### src/rtl/squareroot_mahsqr_pkg.sv
// Shared widths, types and helpers for the MAHSQR K=6 square-root block.
// Build option: MAHSQR_EXACT_LSB_EN selects a fully exact 8-bit root.
package squareroot_mahsqr_pkg;

    localparam int IN_W  = 16;
    localparam int OUT_W = IN_W / 2;
    localparam int K     = 6;

    typedef logic [IN_W-1:0]  radicand_t;
    typedef logic [OUT_W-1:0] root_t;
    typedef logic [8:0]       rem_t;

    // Exact root of a 4-bit value, used when the upper radicand bits are zero.
    function automatic logic [1:0] nibble_root(input logic [3:0] n);
        logic [1:0] r;
        if (n >= 4'd9) begin
            r = 2'd3;
        end else if (n >= 4'd4) begin
            r = 2'd2;
        end else if (n >= 4'd1) begin
            r = 2'd1;
        end else begin
            r = 2'd0;
        end
        return r;
    endfunction

endpackage

### src/rtl/sqrt_rec_step.sv
// One restoring digit-recurrence step: consumes two radicand bits and
// produces one more root bit plus the updated partial remainder.
module sqrt_rec_step
    import squareroot_mahsqr_pkg::*;
(
    input  logic [8:0] part_rem,
    input  logic [7:0] part_root,
    input  logic [1:0] rad_bits,
    output logic [8:0] new_rem,
    output logic [7:0] new_root
);

    logic [10:0] acc;
    logic [10:0] trial;
    logic [10:0] diff;

    assign acc   = {part_rem, rad_bits};
    assign trial = {1'b0, part_root, 2'b01};
    assign diff  = acc - trial;

    always_comb begin
        new_rem  = rem_t'(acc);
        new_root = root_t'({part_root, 1'b0});
        if (acc >= trial) begin
            new_rem  = rem_t'(diff);
            new_root = root_t'({part_root, 1'b1});
        end
    end

endmodule

### src/rtl/squareroot_mahsqr_k6.sv
// Approximate 16-bit square root for Sobel magnitude, registered 8-bit output.
// Build option: MAHSQR_EXACT_LSB_EN replaces the 2-bit approximation with exact steps.
module squareroot_mahsqr_k6
    import squareroot_mahsqr_pkg::*;
(
    input  logic        clk,
    input  logic        rst,
    input  logic [15:0] R,
    output logic [7:0]  final_op
);

`ifdef MAHSQR_EXACT_LSB_EN
    localparam int N_STEPS = OUT_W;
`else
    localparam int N_STEPS = K;
`endif

    rem_t  rem_c  [0:N_STEPS];
    root_t root_c [0:N_STEPS];
    root_t root_nxt;

    assign rem_c[0]  = '0;
    assign root_c[0] = '0;

    for (genvar i = 0; i < N_STEPS; i++) begin : g_step
        sqrt_rec_step u_step (
            .part_rem  (rem_c[i]),
            .part_root (root_c[i]),
            .rad_bits  (R[IN_W-1-2*i -: 2]),
            .new_rem   (rem_c[i+1]),
            .new_root  (root_c[i+1])
        );
    end

`ifdef MAHSQR_EXACT_LSB_EN
    assign root_nxt = root_c[N_STEPS];
`else
    rem_t       q9;
    rem_t       q2;
    rem_t       q3;
    rem_t       rem2;
    logic [1:0] lsb;

    assign q9   = rem_t'(root_c[K]);
    assign q2   = {q9[7:0], 1'b0};
    assign q3   = q9 + q2;
    assign rem2 = rem_t'({rem_c[K], 1'b0});

    // Lower bits estimate 2*rem/q, the first-order correction of sqrt(q^2+rem).
    always_comb begin
        lsb = 2'd0;
        if (q9 == '0) begin
            lsb = nibble_root(R[3:0]);
        end else if (rem2 >= q3) begin
            lsb = 2'd3;
        end else if (rem2 >= q2) begin
            lsb = 2'd2;
        end else if (rem2 >= q9) begin
            lsb = 2'd1;
        end
    end

    assign root_nxt = {root_c[K][5:0], lsb};
`endif

    always_ff @(posedge clk) begin
        if (rst) begin
            final_op <= '0;
        end else begin
            final_op <= root_nxt;
        end
    end

endmodule

### config.mk
export PLATFORM = sky130hd
export DESIGN_NAME = squareroot_mahsqr_k6
export DESIGN_NICKNAME = d
export VERILOG_FILES = /design/src/rtl/squareroot_mahsqr_pkg.sv /design/src/rtl/sqrt_rec_step.sv /design/src/rtl/squareroot_mahsqr_k6.sv
export SDC_FILE = /design/constraint.sdc
export NUM_CORES = 1
export LEC_CHECK = 0
export ABC_AREA = 1
export BUFFER_PORTS_ARGS = -buffer_cell sky130_fd_sc_hd__buf_4
export CORE_MARGIN = 2
export CORE_UTILIZATION = 48
export CTS_CLUSTER_DIAMETER = 80
export CTS_CLUSTER_SIZE = 28
export DETAILED_ROUTE_END_ITERATION = 16
export PLACE_DENSITY_LB_ADDON = 0.15
export SYNTH_ARGS = -nofsm -noshare
export SYNTH_HDL_FRONTEND = slang
export SYNTH_HIERARCHICAL = 1
export SYNTH_SLANG_ARGS = --single-unit
### constraint.sdc
create_clock -name clk -period 11.6 [get_ports clk]
set_input_delay 2.9 -clock clk [delete_from_list [all_inputs] [get_ports clk]]
set_output_delay 2.9 -clock clk [all_outputs]
set_load 0.05 [all_outputs]
; ---- Word level (Yosys, flattened, before mapping)
; Index checks and enable logic that the tools add are counted.
[totals]
ff_bits = 8
out_inout_bits = 8
inputBits = 18
mem_bits_ro = 0
ramBits = 0
mem_count = 0
latch_bits = 0
elab_cells = 40
[classes]
multipliers = 0
n_addsub = 7
n_mux = 19
n_shift = 0
n_eq_ne = 0
bitwise = 0
div_mod_pow = 0
n_reduce_logical = 1
magnitude_cmp = 12
[op_table]
columns = operator, count
row1 = 9-bit 2-to-1 mux, 5
row2 = 11-bit by 3-bit >= comparator with 1-bit output, 1
row3 = 11-bit by 4-bit >= comparator with 1-bit output, 1
row4 = 11-bit by 5-bit >= comparator with 1-bit output, 1
row5 = 11-bit by 6-bit >= comparator with 1-bit output, 1
row6 = 11-bit by 7-bit >= comparator with 1-bit output, 1
row7 = 2-bit 2-to-1 mux, 5
row8 = 9-bit by 6-bit >= comparator with 1-bit output, 1
row9 = 9-bit by 7-bit >= comparator with 1-bit output, 1
row10 = 9-bit >= comparator, 1
row11 = 9-bit logical NOT, 1
row12 = 9-bit by 3-bit subtractor with 9-bit output, 1
row13 = 9-bit by 4-bit subtractor with 9-bit output, 1
row14 = 9-bit by 5-bit subtractor with 9-bit output, 1
row15 = 9-bit by 6-bit subtractor with 9-bit output, 1
row16 = 6-bit by 7-bit adder with 8-bit output, 1
row17 = 1-bit 2-to-1 mux, 8
row18 = 8-bit 2-to-1 mux, 1
row19 = 8-bit by 7-bit subtractor with 8-bit output, 1
row20 = "4-bit by 1-bit >= comparator with 1-bit output, second input constant", 1
row21 = "4-bit by 3-bit >= comparator with 1-bit output, second input constant", 1
row22 = "4-bit >= comparator, second input constant", 1
row23 = "2-bit by 1-bit subtractor with 3-bit output, second input constant", 1
row24 = "2-bit by 1-bit >= comparator with 1-bit output, second input constant", 1

; ---- Longest topological paths before layout
; Gate-level depths: netlist of the first run.
[logic_depth]
word_depth = 17
depth_mapped = 72
mapped_depth_nobuf = 72

; ---- Hierarchy
; Netlist of the first run, hierarchy kept.
[modules_own_cells]
columns = module, n_inst, seq_area_each_um2, cells_each, area_per_inst_um2
row1 = sqrt_rec_step, 6, 0.0, 130, 774.5
row2 = squareroot_mahsqr_k6, 1, 160.2, 169, 1166.1

; ---- Worst setup path before layout of the first run
; Ideal clock, no wire load.
[synth_path]
path_kind = in2reg
start = input port R[15]
end = register final_op[0]
setup_slack_ps = 1007
stages = 70
arrival_time_ps = 10538
path_buffers = 0
t_required_ps = 11544
setup_time_ps = 56
cell_sequence = inv_1 > ha_1 > nand3_1 > nand3b_1 > nand2_2 > inv_4 > nand2_8 > nand2_2 > nand2_2 > ha_1 > a21oi_1 > nand2_2 > nand2_2 > nand2_4 > nand2_8 > nand2_8 > nand2_2 > nand2_2 > [... 34 more ...] > ha_1 > inv_1 > fa_1 > o21ai_2 > nand2_1 > nand2_1 > nand2_1 > nand2_1 > xor2_1 > ha_1 > nand2_1 > nor2_1 > nand3_1 > nand3_1 > nand2_1 > nand3_1 > nand2_1 > inv_1
[synth_lines]
columns = element, line_no
row1 = from (decl), squareroot_mahsqr_k6.sv:8  ; input logic [15:0] R,
row2 = to (signal assigned), squareroot_mahsqr_k6.sv:70  ; final_op <= root_nxt;
row3 = to (decl), squareroot_mahsqr_k6.sv:9  ; output logic [7:0] final_op

==> metrics.md, run 1 <==
| Metric | Value |
|---|---|
| Final Cycle Share | 0.946 |
| Post-synthesis cell area | 5750 µm² |
| CP startpoint kind | primary input |
| Die Y | 113 µm |
| Final #Nets | about 1100 |
| CTS Hold Bufs | 0 |
| Crit path kind | in -> reg |
| First-pass GRT wire length | approximately 22000 µm |
| DIE AREA | between 10000 and 15000 µm² |
| Utilization after layout | 0.554 |
| Row cnt | 39 |
| CP Buf/Inv Count | 6 |
| Worst hold path type | in -> reg |
| Crit path time final | 10.97 ns |
| Pin count of the biggest net entering global routing | 18 |
| Hold path cells | 2 |
| Final Max Tran Viols | 0 |
| Routed vias | about 5200 |
| Fill count | 1196 |
| Vias per inst | between 4 and 5 |
| Max reg flops | 8 |
| Port bufs | 25 |
| Diode count | 0 |
| Data required, critical path | ~12 ns |
| Setup violators final | 0 |
| Dpl ws | -0.0147 ns |
| I/O Pins | 26 |
| PnR worst setup slack | between 0.6 and 0.7 ns |
| Max Cap Violations | 0 |
| Violated checks | DRC |
| CP dominant cell by count | nand2_1 |
| CTS Buf Count | 3 |
| H-tree Lvls | 1 |
| Syn-to-layout area delta | 11.3% |
| CTS tree | built |
| DRT Wirelength | between 10000 and 15000 µm |
| Die width | between 100 and 150 µm |
| Core area | 11600 µm² |
| Post-Synthesis Cells | about 940 |
| Routed len/inst | between 10 and 15 µm |
| Placer Congestion | 0.875 |
| Critical Path Sink Type | flop |
| Max incr delay on CP | about 0.35 ns |
| Final Hold Fails | 0 |
| Maximum clock rate | 0.0912 GHz |
| Worst Hold End | final_op[6] |
| Overflow after GRT | 0 |
| Initial antenna violation count | 0 |
| Gr usage total | 0.200 |
| Antenna viol nets, final | 0 |
| YS warnings | 6 |
| DRC | 1 |
| Clock sink count | 8 |
| CP top delay family | simple AND/OR/NAND/NOR gates |
| Vias in the first global route | ~5000 |
| Avg Inst Size Synth | 6.15 µm² |
| Crit path depth | 71 |
| Clock buffer depth | 2 |
| Largest reg by FF count | final_op |
| Hold Crit Start | rst |
| Starting DRT DRC Count | 230 |
| Share of cells above drive strength 1 | 0.257 |
| Top Registers | final_op (8) |
| Outcome | finished with violations |
| Worst-path maximum fanout | 14 |
| Clock Tree Root | clkbuf_16 |
| Drt pass-1 iters | 10 |
| CTS clk-pin slew, worst paths | roughly 0.03 ns |
| Initial core utilization | 0.498 |
| Detailed placer's ending HPWL | 10900 µm |
| Critical Path Slowest Stage Cell | fa_2 |
| WP data arrival | between 10 and 15 ns |
routing by layer:
| metal | part of all wire | wire, µm | vias to the layer above | global-route usage |
|---|---|---|---|---|
| met3 | 0.021 | 279 | 16 | 0.0101 |
| li1 | - | - | 2870 | - |
| met1 | 0.49 | 6330 | 2281 | 0.266 |
| met2 | 0.48 | 6250 | 65 | 0.360 |
| met4 | 0.012 | 157 | 0 | 0.0366 |
| met5 | 0 | 0 | - | 0 |
metrics by stage:
step / TNS, ns / instances / hold WS [ns] / area (µm²)
after floorplan: 0 / 968 / 3.11 / 5870
after global placement: 0 / 1093 / 3.13 / 5920
after detailed placement: -0.0147 / 1093 / 3.13 / 5920
after CTS: 0 / 1096 / 2.89 / 6000
after global routing: -0.0555 / 1105 / 2.91 / 6400
final: 0 / 1105 / 2.89 / 6400
worst max-delay path by stage:
stage               startpoint           to  slack, ns
floorplan                R[15]  final_op[0]       1.02
global placement         R[15]  final_op[0]       0.15
detailed placement       R[15]  final_op[0]      -0.01
CTS                      R[15]  final_op[0]       0.20
global route             R[15]  final_op[0]      -0.06
finish                   R[15]  final_op[0]       0.63
cell usage in the layout, fill, tap and decap left out:
| cell type | instances |
|---|---|
| conb_1 | 33 |
| a21oi_1 | 19 |
| nor3_1 | 2 |
| nand2_8 | 12 |
| ha_1 | 67 |
| fa_2 | 1 |
| o211ai_1 | 1 |
| xnor2_1 | 13 |
| inv_6 | 1 |
| nand2_4 | 6 |
| nand2_2 | 128 |
| o21ai_2 | 1 |
| o31ai_1 | 1 |
| a21o_1 | 1 |
| nor2_2 | 12 |
| nand3_1 | 101 |
| dfxtp_1 | 8 |
| ha_4 | 24 |
| nor2_1 | 45 |
| or2_1 | 6 |
| or2_2 | 1 |
| nand3b_1 | 13 |
| a21oi_2 | 4 |
| buf_4 | 34 |
| xor2_1 | 11 |
| nor3_4 | 6 |
| inv_1 | 179 |
| ha_2 | 3 |
| a21oi_4 | 6 |
| nand4_1 | 3 |
| inv_4 | 5 |
| clkbuf_16 | 3 |
| nand2_1 | 212 |
what timing repair did:
item / 4_1_cts / 5_1_grt
gates resized for setup: 0 / 43
setup buffers: 0 / 9
setup endpoints to repair: 0 / 2
cell type report:
type | instances | area (µm²) | share of cell area
Clock buffer | 3 | 75.1 | 0.0117
Inverter | 185 | 712 | 0.111
Multi-Input combinational cell | 732 | 5020 | 0.784
Sequential cell | 8 | 160 | 0.0250
Tap cell | 143 | 179 | 0.0279
Timing Repair Buffer | 34 | 255 | 0.0399
Power of run 1 is not shown: default switching activity piles up to over one toggle a cycle in this logic, so the estimate is an artifact.
==> inputs of run 2 (changes only) <==
--- a/config.mk
+++ b/config.mk
@@ -13,5 +13,5 @@
 export CTS_CLUSTER_SIZE = 28
 export DETAILED_ROUTE_END_ITERATION = 16
-export PLACE_DENSITY_LB_ADDON = 0.15
+export PLACE_DENSITY = 0.66
 export SYNTH_ARGS = -nofsm -noshare
 export SYNTH_HDL_FRONTEND = slang
==> constraint.sdc (replaced) <==
create_clock -name clk -period 11.6 [get_ports clk]
set_input_delay 2.9 -clock clk [delete_from_list [all_inputs] [get_ports clk]]
set_output_delay 2.9 -clock clk [all_outputs]
set_load 0.01 [all_outputs]
==> run 2 against run 1 <==
  * The flow now finishes without violations
  * Die area unchanged
  * Final area down 1.4%
  * Count of clock-buffer cells in the layout unchanged
  * Global-route usage up 0.10 points
  * Core utilization down 0.79 points
  * Routed wire length down 1.8%
  * Critical path depth down 3
  * Flip-flop and latch count unchanged
  * Via count up 0.21%
  * Critical endpoint unchanged
  * Largest cell class unchanged
==> metrics.md, run 2 (same netlist as run 1, synthesis figures left out) <==
| Metric | Value |
|---|---|
| Hold path cells | 2 |
| Detailed placer's ending HPWL | around 11000 µm |
| Fill count | 1176 |
| Clock Tree Root | clkbuf_16 |
| CP Buf/Inv Count | 8 |
| I/O Pins | 26 |
| Final Cycle Share | 0.946 |
| Port bufs | 25 |
| Antenna viol nets, final | 0 |
| DRC | 0 |
| Total Neg Setup Slack | 0 ns |
| Area taken by multi-input logic gates | approximately 4900 µm² |
| Placed Cells | ~1100 |
| Maximum clock rate | approximately 0.091 GHz |
| Clock buffer depth | 2 |
| Max reg flops | 8 |
| Worst-path maximum fanout | 13 |
| CP startpoint kind | primary input |
| Gr usage total | 0.201 |
| Starting DRT DRC Count | between 200 and 250 |
| Final #Nets | between 1000 and 1500 |
| Final Hold Fails | 0 |
| Drt pass-1 iters | 5 |
| Placer Congestion | 0.873 |
| Final cell count without fillers | ~1100 |
| Max incr delay on CP | about 0.40 ns |
| Worst Hold End | final_op[2] |
| CTS Hold Bufs | 0 |
| Worst hold path type | in -> reg |
| Share of cells above drive strength 1 | 0.250 |
| First-pass GRT wire length | approximately 22000 µm |
| Commonest non-fill, non-tap cell in the layout | nand2_1 |
| CTS tree | built |
| Commonest cells after routing, fill and taps aside | nand2_1, inv_1, nand2_2 |
| H-tree Lvls | 1 |
| CP top delay family | simple AND/OR/NAND/NOR gates |
| Routed vias | 5243 |
| CTS Buf Count | 3 |
| Max Cap Violations | 0 |
| Die Y | between 100 and 150 µm |
| Reg area | between 150 and 200 µm² |
| DRT Wirelength | ~13000 µm |
| Initial core utilization | 0.498 |
| Data required, critical path | around 12 ns |
| Diode count | 0 |
| Routed len/inst | about 12 µm |
| WP data arrival | 11.15 ns |
| Critical Path Slowest Stage Cell | fa_1 |
| CP dominant cell by count | nand2_2 |
| Final Max Tran Viols | 0 |
| CP startpoint | R[15] |
| Vias in the first global route | 4990 |
| Vias per inst | between 4 and 5 |
| DIE AREA | approximately 13000 µm² |
| Hold Crit Start | rst |
| CTS clk-pin slew, worst paths | roughly 0.030 ns |
| Pin count of the biggest net entering global routing | 18 |
| Initial antenna violation count | 0 |
| Row cnt | 39 |
| Top Registers | final_op (8) |
| Largest reg by FF count | final_op |
| Overflow after GRT | 0 |
| Critical Path Sink Type | flop |
| Setup violators final | 0 |
| Die width | approximately 110 µm |
| Crit path time final | 10.97 ns |
| Utilization after layout | 0.546 |
| Outcome | finished clean |
| Core area | approximately 12000 µm² |
| Clock sink count | 8 |
| Crit path kind | in -> reg |
| Syn-to-layout area delta | 9.68% |
[run 2: worst max path at each step]
stage	slack [ns]	cells past startpoint	end
floorplan	1.02	70	final_op[0]
global placement	0.17	71	final_op[0]
detailed placement	-0.02	71	final_op[0]
CTS	0.22	71	final_op[0]
global route	-0.03	69	final_op[0]
finish	0.63	68	final_op[0]
[run 2: layout make-up]
| type | count | area share |
|---|---|---|
| multi-input combinational | 732 | 0.779 |
| inverter | 185 | 0.112 |
| timing repair buffer | 36 | 0.0428 |
| tap | 143 | 0.0284 |
| sequential | 8 | 0.0254 |
| clock buffer | 3 | 0.0119 |
[run 2: repair_timing]
action,CTS,global route
setup buffers,0,11
resized for setup,0,32
setup endpoints to repair,0,2
hold endpoints to repair,0,0
[run 2: layer usage]
layer  up-vias  wire length, µm  global-route usage
li1       2872                -                   -
met1      2264             6130               0.264
met2        83             6100               0.361
met3        24              297             0.00903
met4         0              253              0.0488
met5         -                0                   0
[run 2: metrics by stage]
stage	worst slack, ns	cell area [µm²]	hold slack, ns
final	0.630	6310	2.89
after global routing	-0.0301	6310	2.90
after CTS	0.219	6000	2.89
after detailed placement	-0.0201	5920	3.13
after global placement	0.173	5920	3.13
after floorplan	1.02	5870	3.11
Power of run 2 is left out for the same reason.
